[config.mk]
export PLATFORM = sky130hd
export DESIGN_NAME = commit_trace_buffer_flat
export DESIGN_NICKNAME = d
export VERILOG_FILES = /design/src/rtl/commit_trace_buffer_if.sv /design/src/rtl/commit_trace_buffer.sv /design/src/flat_wrapper.sv
export SDC_FILE = /design/constraint.sdc
export NUM_CORES = 1
export LEC_CHECK = 0
export ABC_CLOCK_PERIOD_IN_PS = 22700
export CORE_MARGIN = 2
export CORE_UTILIZATION = 28
export CTS_BUF_LIST = sky130_fd_sc_hd__clkbuf_4
export DETAILED_ROUTE_END_ITERATION = 10
export HOLD_SLACK_MARGIN = 0.02
export PLACE_DENSITY = 0.51
export SYNTH_ARGS = -nofsm -noshare
export SYNTH_HDL_FRONTEND = slang
export SYNTH_SLANG_ARGS = --single-unit
[constraint.sdc]
create_clock -name clk -period 22.7 [get_ports clk]
set_clock_uncertainty 0.1 [all_clocks]
set_input_delay 4.54 -clock clk [delete_from_list [all_inputs] [get_ports clk]]
set_output_delay 4.54 -clock clk [all_outputs]
set_load 0.02 [all_outputs]
[src/rtl/commit_trace_buffer_if.sv]
// Drain port of the commit trace buffer: first-word-fall-through head entry
// with a valid/ready handshake.
interface commit_trace_buffer_if #(
  parameter int ADDR_W = 32,
  parameter int DATA_W = 32,
  parameter int CNT_W  = 16
);
  logic              rd_valid;
  logic              rd_ready;
  logic [ADDR_W-1:0] rd_pc;
  logic [DATA_W-1:0] rd_inst;
  logic              rd_wen;
  logic [4:0]        rd_waddr;
  logic [DATA_W-1:0] rd_wdata;
  logic [CNT_W-1:0]  rd_seq;

  modport master (
    output rd_valid, rd_pc, rd_inst, rd_wen, rd_waddr, rd_wdata, rd_seq,
    input  rd_ready
  );

  modport slave (
    input  rd_valid, rd_pc, rd_inst, rd_wen, rd_waddr, rd_wdata, rd_seq,
    output rd_ready
  );
endinterface

[src/rtl/commit_trace_buffer.sv]
// Retirement-trace recorder: detects commits as pc changes, attributes register
// writes to the retiring instruction, and queues one record per commit.
module commit_trace_buffer #(
  parameter int                ADDR_W   = 32,
  parameter int                DATA_W   = 32,
  parameter int                DEPTH    = 16,
  parameter int                CNT_W    = 16,
  parameter logic [ADDR_W-1:0] RESET_PC = 32'h00400000
) (
  input  logic                     clk,
  input  logic                     reset,
  input  logic [ADDR_W-1:0]        pc,
  input  logic [DATA_W-1:0]        inst,
  input  logic                     rf_we,
  input  logic [4:0]               rf_waddr,
  input  logic [DATA_W-1:0]        rf_wdata,
  input  logic                     arm,
  input  logic                     mode_wrap,
  commit_trace_buffer_if.master    rd,
  output logic [$clog2(DEPTH):0]   count,
  output logic                     full,
  output logic                     overflow,
  output logic [CNT_W-1:0]         retired
);
  localparam int PTR_W = $clog2(DEPTH);
  localparam int OCC_W = PTR_W + 1;

  typedef struct packed {
    logic [ADDR_W-1:0] pc;
    logic [DATA_W-1:0] inst;
    logic              wen;
    logic [4:0]        waddr;
    logic [DATA_W-1:0] wdata;
    logic [CNT_W-1:0]  seq;
  } rec_t;

  typedef enum logic [1:0] {S_IDLE, S_CAPTURE, S_HALT} state_e;

  state_e            state_q, state_d;
  logic [ADDR_W-1:0] pc_pre_q, pc_pre_d;
  logic [DATA_W-1:0] inst_pre_q, inst_pre_d;
  logic              pw_en_q, pw_en_d;
  logic [4:0]        pw_addr_q, pw_addr_d;
  logic [DATA_W-1:0] pw_data_q, pw_data_d;
  logic [CNT_W-1:0]  retired_q, retired_d;
  logic [PTR_W-1:0]  wptr_q, wptr_d, rptr_q, rptr_d;
  logic [OCC_W-1:0]  count_q, count_d;
  logic              overflow_q, overflow_d;

  rec_t mem_q [DEPTH];
  rec_t rec, head;
  logic commit, pop, push, ovw, is_full;

  always_comb begin
    commit  = (pc != pc_pre_q);
    is_full = (count_q == OCC_W'(DEPTH));
    pop     = (count_q != '0) && rd.rd_ready;

    // A write in the commit cycle itself beats any earlier pending write.
    rec.pc    = pc_pre_q;
    rec.inst  = inst_pre_q;
    rec.wen   = rf_we ? 1'b1     : pw_en_q;
    rec.waddr = rf_we ? rf_waddr : pw_addr_q;
    rec.wdata = rf_we ? rf_wdata : pw_data_q;
    rec.seq   = retired_q;

    pc_pre_d   = commit ? pc : pc_pre_q;
    // inst is stable for a given pc, so following it every cycle leaves the
    // word fetched at pc_pre here on the commit edge.
    inst_pre_d = inst;
    retired_d  = commit ? retired_q + 1'b1 : retired_q;

    pw_en_d   = pw_en_q;
    pw_addr_d = pw_addr_q;
    pw_data_d = pw_data_q;
    if (commit) begin
      pw_en_d   = 1'b0;
      pw_addr_d = '0;
      pw_data_d = '0;
    end else if (rf_we) begin
      pw_en_d   = 1'b1;
      pw_addr_d = rf_waddr;
      pw_data_d = rf_wdata;
    end

    state_d    = state_q;
    overflow_d = overflow_q;
    push       = 1'b0;
    ovw        = 1'b0;
    case (state_q)
      S_IDLE: if (arm) state_d = S_CAPTURE;
      S_CAPTURE: begin
        if (commit) begin
          if (!is_full || pop) begin
            push = 1'b1;
          end else if (mode_wrap) begin
            push       = 1'b1;
            ovw        = 1'b1;
            overflow_d = 1'b1;
          end else begin
            overflow_d = 1'b1;
            state_d    = S_HALT;
          end
        end
        if (!arm && state_d == S_CAPTURE) state_d = S_IDLE;
      end
      S_HALT: if (!arm) state_d = S_IDLE;
      default: state_d = S_IDLE;
    endcase

    wptr_d  = push ? wptr_q + 1'b1 : wptr_q;
    rptr_d  = (pop || ovw) ? rptr_q + 1'b1 : rptr_q;
    count_d = count_q;
    if (push && !pop && !ovw) count_d = count_q + 1'b1;
    else if (pop && !push)    count_d = count_q - 1'b1;
  end

  always_ff @(posedge clk) begin
    if (reset) begin
      state_q    <= S_IDLE;
      pc_pre_q   <= RESET_PC;
      inst_pre_q <= '0;
      pw_en_q    <= 1'b0;
      pw_addr_q  <= '0;
      pw_data_q  <= '0;
      retired_q  <= '0;
      wptr_q     <= '0;
      rptr_q     <= '0;
      count_q    <= '0;
      overflow_q <= 1'b0;
    end else begin
      state_q    <= state_d;
      pc_pre_q   <= pc_pre_d;
      inst_pre_q <= inst_pre_d;
      pw_en_q    <= pw_en_d;
      pw_addr_q  <= pw_addr_d;
      pw_data_q  <= pw_data_d;
      retired_q  <= retired_d;
      wptr_q     <= wptr_d;
      rptr_q     <= rptr_d;
      count_q    <= count_d;
      overflow_q <= overflow_d;
    end
  end

  // Storage carries no reset so it can map onto RAM; count gates validity.
  always_ff @(posedge clk) begin
    if (!reset && push) mem_q[wptr_q] <= rec;
  end

  always_comb begin
    head        = mem_q[rptr_q];
    rd.rd_valid = (count_q != '0);
    rd.rd_pc    = head.pc;
    rd.rd_inst  = head.inst;
    rd.rd_wen   = head.wen;
    rd.rd_waddr = head.waddr;
    rd.rd_wdata = head.wdata;
    rd.rd_seq   = head.seq;
  end

  assign count    = count_q;
  assign full     = is_full;
  assign overflow = overflow_q;
  assign retired  = retired_q;
endmodule

[src/flat_wrapper.sv]
// flat-port wrapper written by rule: the top's interface ports become plain ports
module commit_trace_buffer_flat 
#(
  parameter int                ADDR_W   = 32,
  parameter int                DATA_W   = 32,
  parameter int                DEPTH    = 16,
  parameter int                CNT_W    = 16,
  parameter logic [ADDR_W-1:0] RESET_PC = 32'h00400000
)
  (clk, reset, pc, inst, rf_we, rf_waddr, rf_wdata, arm, mode_wrap, count, full, overflow, retired, rd_rd_valid, rd_rd_pc, rd_rd_inst, rd_rd_wen, rd_rd_waddr, rd_rd_wdata, rd_rd_seq, rd_rd_ready);
  commit_trace_buffer_if #(.ADDR_W(ADDR_W), .DATA_W(DATA_W), .CNT_W(CNT_W)) rd_i ();
  input  logic clk;
  input  logic reset;
  input  logic [ADDR_W-1:0] pc;
  input  logic [DATA_W-1:0] inst;
  input  logic rf_we;
  input  logic [4:0] rf_waddr;
  input  logic [DATA_W-1:0] rf_wdata;
  input  logic arm;
  input  logic mode_wrap;
  output logic [$clog2(DEPTH):0] count;
  output logic full;
  output logic overflow;
  output logic [CNT_W-1:0] retired;
  output wire logic [$bits(rd_i.rd_valid)-1:0] rd_rd_valid;
  output wire logic [$bits(rd_i.rd_pc)-1:0] rd_rd_pc;
  output wire logic [$bits(rd_i.rd_inst)-1:0] rd_rd_inst;
  output wire logic [$bits(rd_i.rd_wen)-1:0] rd_rd_wen;
  output wire logic [$bits(rd_i.rd_waddr)-1:0] rd_rd_waddr;
  output wire logic [$bits(rd_i.rd_wdata)-1:0] rd_rd_wdata;
  output wire logic [$bits(rd_i.rd_seq)-1:0] rd_rd_seq;
  input wire logic [$bits(rd_i.rd_ready)-1:0] rd_rd_ready;
  assign rd_rd_valid = rd_i.rd_valid;
  assign rd_rd_pc = rd_i.rd_pc;
  assign rd_rd_inst = rd_i.rd_inst;
  assign rd_rd_wen = rd_i.rd_wen;
  assign rd_rd_waddr = rd_i.rd_waddr;
  assign rd_rd_wdata = rd_i.rd_wdata;
  assign rd_rd_seq = rd_i.rd_seq;
  assign rd_i.rd_ready = rd_rd_ready;
  commit_trace_buffer #(.ADDR_W(ADDR_W), .DATA_W(DATA_W), .DEPTH(DEPTH), .CNT_W(CNT_W), .RESET_PC(RESET_PC)) u_core (.clk(clk), .reset(reset), .pc(pc), .inst(inst), .rf_we(rf_we), .rf_waddr(rf_waddr), .rf_wdata(rf_wdata), .arm(arm), .mode_wrap(mode_wrap), .rd(rd_i), .count(count), .full(full), .overflow(overflow), .retired(retired));
endmodule
==> impl_metrics.xml <==
<?xml version="1.0" encoding="UTF-8"?>
<metrics>
  <group name="setup_path">
    <metric name="timing.reg2reg.worst_path_depth" unit="">8</metric>
    <metric name="cp_data_arrival_time" unit="ns">7.29</metric>
    <metric name="crit_path_end_kind" unit="">output pin</metric>
    <metric name="slowest_delay" unit="ns">0.89</metric>
    <metric name="flop_to_flop_setup_slack" unit="ns">17.62</metric>
    <metric name="worst_path_max_delay_cell" unit="">buf_4</metric>
    <metric name="critical_path.cell_chain" unit="">buf_4 &gt; buf_4 &gt; buf_4 &gt; buf_4 &gt; mux4_2 &gt; mux4_2 &gt; clkdlybuf4s50_1</metric>
    <metric name="regToRegStartpoint" unit="">u_core.pc_pre_q[0]</metric>
    <metric name="critPathLaunchType" unit="">flop</metric>
    <metric name="criticalPathCategory" unit="">reg2out</metric>
    <metric name="critPathMostFrequentCell" unit="">buf_4</metric>
    <metric name="worst-endpoint-required" unit="ns">18.06</metric>
    <metric name="crit_fanout" unit="">64</metric>
    <metric name="reg2reg_to" unit="">u_core.mem_q[8][84]</metric>
  </group>
  <group name="timing">
    <metric name="hold_viol" unit="">0</metric>
    <metric name="rsz0062_at_grt" unit="">false</metric>
    <metric name="min_period" unit="ns">11.93</metric>
    <metric name="slew_violations" unit="">0</metric>
    <metric name="hold_ws" unit="ns">0.364</metric>
    <metric name="timing.final.crit_share" unit="">0.526</metric>
    <metric name="worstMarginPinSlew" unit="ns">1.19</metric>
    <metric name="finalSetupViolations" unit="">0</metric>
    <metric name="layout_setup_ws" unit="ns">10.77</metric>
    <metric name="fmaxAchievable" unit="MHz">83.8</metric>
    <metric name="timing.slew.headroom" unit="">0.207</metric>
    <metric name="finalSetupTns" unit="ns">0</metric>
  </group>
  <group name="global_route">
    <metric name="first_global_vias" unit="">39300</metric>
    <metric name="grt_overflow_total" unit="">0</metric>
    <metric name="grt_max_degree" unit="">108</metric>
    <metric name="antenna_found_initial" unit="">14</metric>
    <metric name="grt_first_pass_wirelength" unit="mm">281</metric>
    <metric name="grt_util_overall" unit="">0.141</metric>
  </group>
  <group name="placed_design">
    <metric name="place_hpwl" unit="mm">99.1</metric>
    <metric name="gp_congestion" unit="">0.685</metric>
    <metric name="placed_cell_area" unit="µm²">83200</metric>
    <metric name="dp_worst_setup_slack" unit="ns">12.15</metric>
    <metric name="place.port_buffers" unit="">248</metric>
  </group>
  <group name="detailed_routing">
    <metric name="drt_first_pass_iters" unit="">7</metric>
    <metric name="number_of_remaining_drc_errors" unit="">0</metric>
    <metric name="routed_via_density" unit="">4.58</metric>
    <metric name="drt_wl_total" unit="mm">198</metric>
    <metric name="ant_nets" unit="">0</metric>
    <metric name="via_count" unit="">36100</metric>
    <metric name="wl_per_cell" unit="µm">25.2</metric>
    <metric name="drt-initial-drc-count" unit="">2965</metric>
  </group>
  <group name="min_path">
    <metric name="min_from" unit="">u_core.state_q[0]</metric>
    <metric name="hold_path.class" unit="">reg2reg</metric>
    <metric name="worst_hold_path.endpoint" unit="">u_core.state_q[0]</metric>
    <metric name="whs_path_depth" unit="">1</metric>
  </group>
  <group name="cts">
    <metric name="cts-buffers-inserted" unit="">552</metric>
    <metric name="cts.repair.resized" unit="">0</metric>
    <metric name="postCtsHoldBufs" unit="">0</metric>
    <metric name="post_cts_buffers" unit="">0</metric>
    <metric name="cts_tree" unit="">done</metric>
    <metric name="cts.sinks" unit="">2026</metric>
    <metric name="path_clk_slew" unit="ns">0.06</metric>
    <metric name="cts_root_cell" unit="">clkbuf_4</metric>
    <metric name="cts.path.max_buffers" unit="">4</metric>
    <metric name="clk_latency" unit="ns">1.39</metric>
    <metric name="cts.htree.levels" unit="">6</metric>
  </group>
  <group name="synthesis">
    <metric name="ys_seq_elements" unit="">2026</metric>
    <metric name="yosys_most_used_dff" unit="">edfxtp_1</metric>
    <metric name="synthesis.nets" unit="">3271</metric>
    <metric name="synth-async-reset-ratio" unit="">0</metric>
    <metric name="synth-edff-count" unit="">1888</metric>
    <metric name="syn-instance-count" unit="">3154</metric>
    <metric name="ys_seq_area_frac" unit="">0.780</metric>
    <metric name="synth_cell_types" unit="">49</metric>
    <metric name="avgSynthCellArea" unit="µm²">24.2</metric>
    <metric name="synth.yosys.warnings" unit="">0</metric>
    <metric name="synth_area" unit="µm²">76200</metric>
  </group>
  <group name="floorplan">
    <metric name="boundaryPins" unit="">249</metric>
    <metric name="chipHeight" unit="µm">526</metric>
    <metric name="floorplan.initialDensity" unit="">0.282</metric>
    <metric name="rows" unit="">191</metric>
    <metric name="coreArea" unit="µm²">271000</metric>
    <metric name="floorplan.die_area" unit="µm²">276000</metric>
    <metric name="dieWidth" unit="µm">526</metric>
  </group>
  <group name="layout">
    <metric name="layout_cell_area_excl_fill" unit="µm²">90300</metric>
    <metric name="layout_cell_share_with_drive_strength_beyond_1" unit="">0.387</metric>
    <metric name="nNetsFinal" unit="">3993</metric>
    <metric name="syn_to_final_growth" unit="%">18.5</metric>
  </group>
  <group name="flow_run">
    <metric name="max-cap-violations" unit="">0</metric>
  </group>
  <group name="power_and_ir_drop">
    <metric name="power_leakage" unit="nW">28.1</metric>
    <metric name="power.ir.vdd_worst" unit="mV">0.0691</metric>
    <metric name="power.density" unit="nW/µm²">98.6</metric>
  </group>
  <group name="run_status">
    <metric name="status" unit="">complete, no violations</metric>
  </group>
</metrics>
[cell families (layout without fill, tap and decap cells)]
kind of cell | count (synthesis) | in the layout | synth area share
compound gates | 40 | 40 | 0.00376
xor+xnor | 47 | 47 | 0.00540
fa+ha+maj | 10 | 10 | 0.00174
buf+inv | 187 | 1322 | 0.0116
flops | 2026 | 2026 | 0.780
mux | 636 | 636 | 0.181
other cells | 0 | 9 | 0
simple gates | 208 | 208 | 0.0163
[layer usage]
metal	share of wire	up-vias	global-route usage	wire, µm
li1	-	15300	-	-
met1	0.44	19400	0.192	88100
met2	0.48	1115	0.223	94600
met3	0.053	302	0.0302	10400
met4	0.024	12	0.0490	4820
met5	0.00041	-	0	81
[how the worst max path moves through the flow]
stage                     start  depth (start not counted)                 end
after floorplan           pc[5]                          6  u_core.mem_q[0][0]
after global placement     flop                          7      rd_rd_inst[16]
after detailed placement   flop                          7       rd_rd_inst[4]
after CTS                  flop                          7       rd_rd_inst[4]
after global routing       flop                          7       rd_rd_inst[4]
final                      flop                          7       rd_rd_inst[4]
[layout by cell type (no fill, tap or decap), types with 3 or more instances in the layout]
cell type        Yosys  routed
inv_2                0      11
clkdlybuf4s50_1      0     246
mux2i_1              3       3
inv_6                0      13
nor3_1              15       3
mux2_2              41      41
clkbuf_4             0     826
or3_1                5       5
a31oi_1              3       3
clkinv_1             0      71
bufinv_16            0       6
nor2b_1            107     107
buf_4               25      92
inv_1               12      12
xnor2_1             46      46
dfxtp_4              0       4
buf_12               0       3
clkinv_4             0      19
nor3_2               0      12
clkinvlp_4           0       6
edfxtp_1          1888    1888
clkinv_2             0      14
nand2b_1             9       8
ha_1                 9       9
mux4_2             590     590
a2111oi_0            3       3
nor4_2               2       6
o21ai_0              5       5
dfxtp_1            138     134
nor2_1              28      28
nand2_1             11      11
a21o_1               3       3
nand3_1              6       6
a21oi_1             10      10
nand4_1             11      11
diode_2              0       9
a211oi_1             7       7
[synthesized netlist by cell type (all sizes together) (3+ instances only)]
cell	count	area (µm²)
nand3	6	30.0
xnor2	46	403
dfxtp	138	2760
nor2	28	105
clkbuf	86	323
edfxtp	1888	56700
buf	89	519
mux4	590	13300
nor4	8	92.6
nor2b	107	669
ha	9	113
nor3	16	91.3
inv	12	45.0
mux2i	3	30.0
nand2b	10	70.1
or3	5	31.3
a31oi	3	18.8
mux2	43	488
a21oi	11	58.8
nand2	11	41.3
a211oi	7	52.6
nand4	11	68.8
a21o	3	22.5
a2111oi	3	26.3
o21ai	6	30.0
[flip-flops by register name (all words and copies together), names as in the netlist, named ones only]
register and flops:
u_core.mem_q 1888, u_core.inst_pre_q 32, u_core.pc_pre_q 32, u_core.pw_data_q 32, u_core.retired 16, u_core.count 5
u_core.pw_addr_q 5, u_core.rptr_q 4, u_core.wptr_q 4, u_core.state_q 2, u_core.overflow 1, u_core.pw_en_q 1
[where the power goes]
part | switching (mW) | internal (mW) | total, mW | leakage (nW)
combinational | 0.687 | 0.776 | 1.46 | 5.43
clock | 1.53 | 1.74 | 3.27 | 4.24
sequential | 0.0673 | 4.10 | 4.17 | 18.4
total | 2.28 | 6.62 | 8.90 | 28.1
[cell type report]
cell class	count	area [µm²]
inverters	12	45.0
clock inverters	141	895
flip-flops and latches	2026	59500
repair buffers	343	3230
well taps	3570	4470
multi-input cells	941	16000
diodes	9	22.5
clock buffers	826	6200
fillers	25700	180000
[critical path: cells and delay by family (launching register included)]
kind / cells / cell delay [ns]
DFF: 1 / 0.80
muxes: 2 / 0.98
buffers and inverters: 5 / 3.87
[stage by stage]
step                      cells  utilization  total power, mW
after floorplan            3154            -             5.27
after global placement     6892        0.307             5.75
after detailed placement   6892        0.307             5.76
after CTS                  7859        0.333             9.09
after global routing       7861        0.333             9.34
final                      7868        0.333             8.90
(Power assumes the default switching activity.)
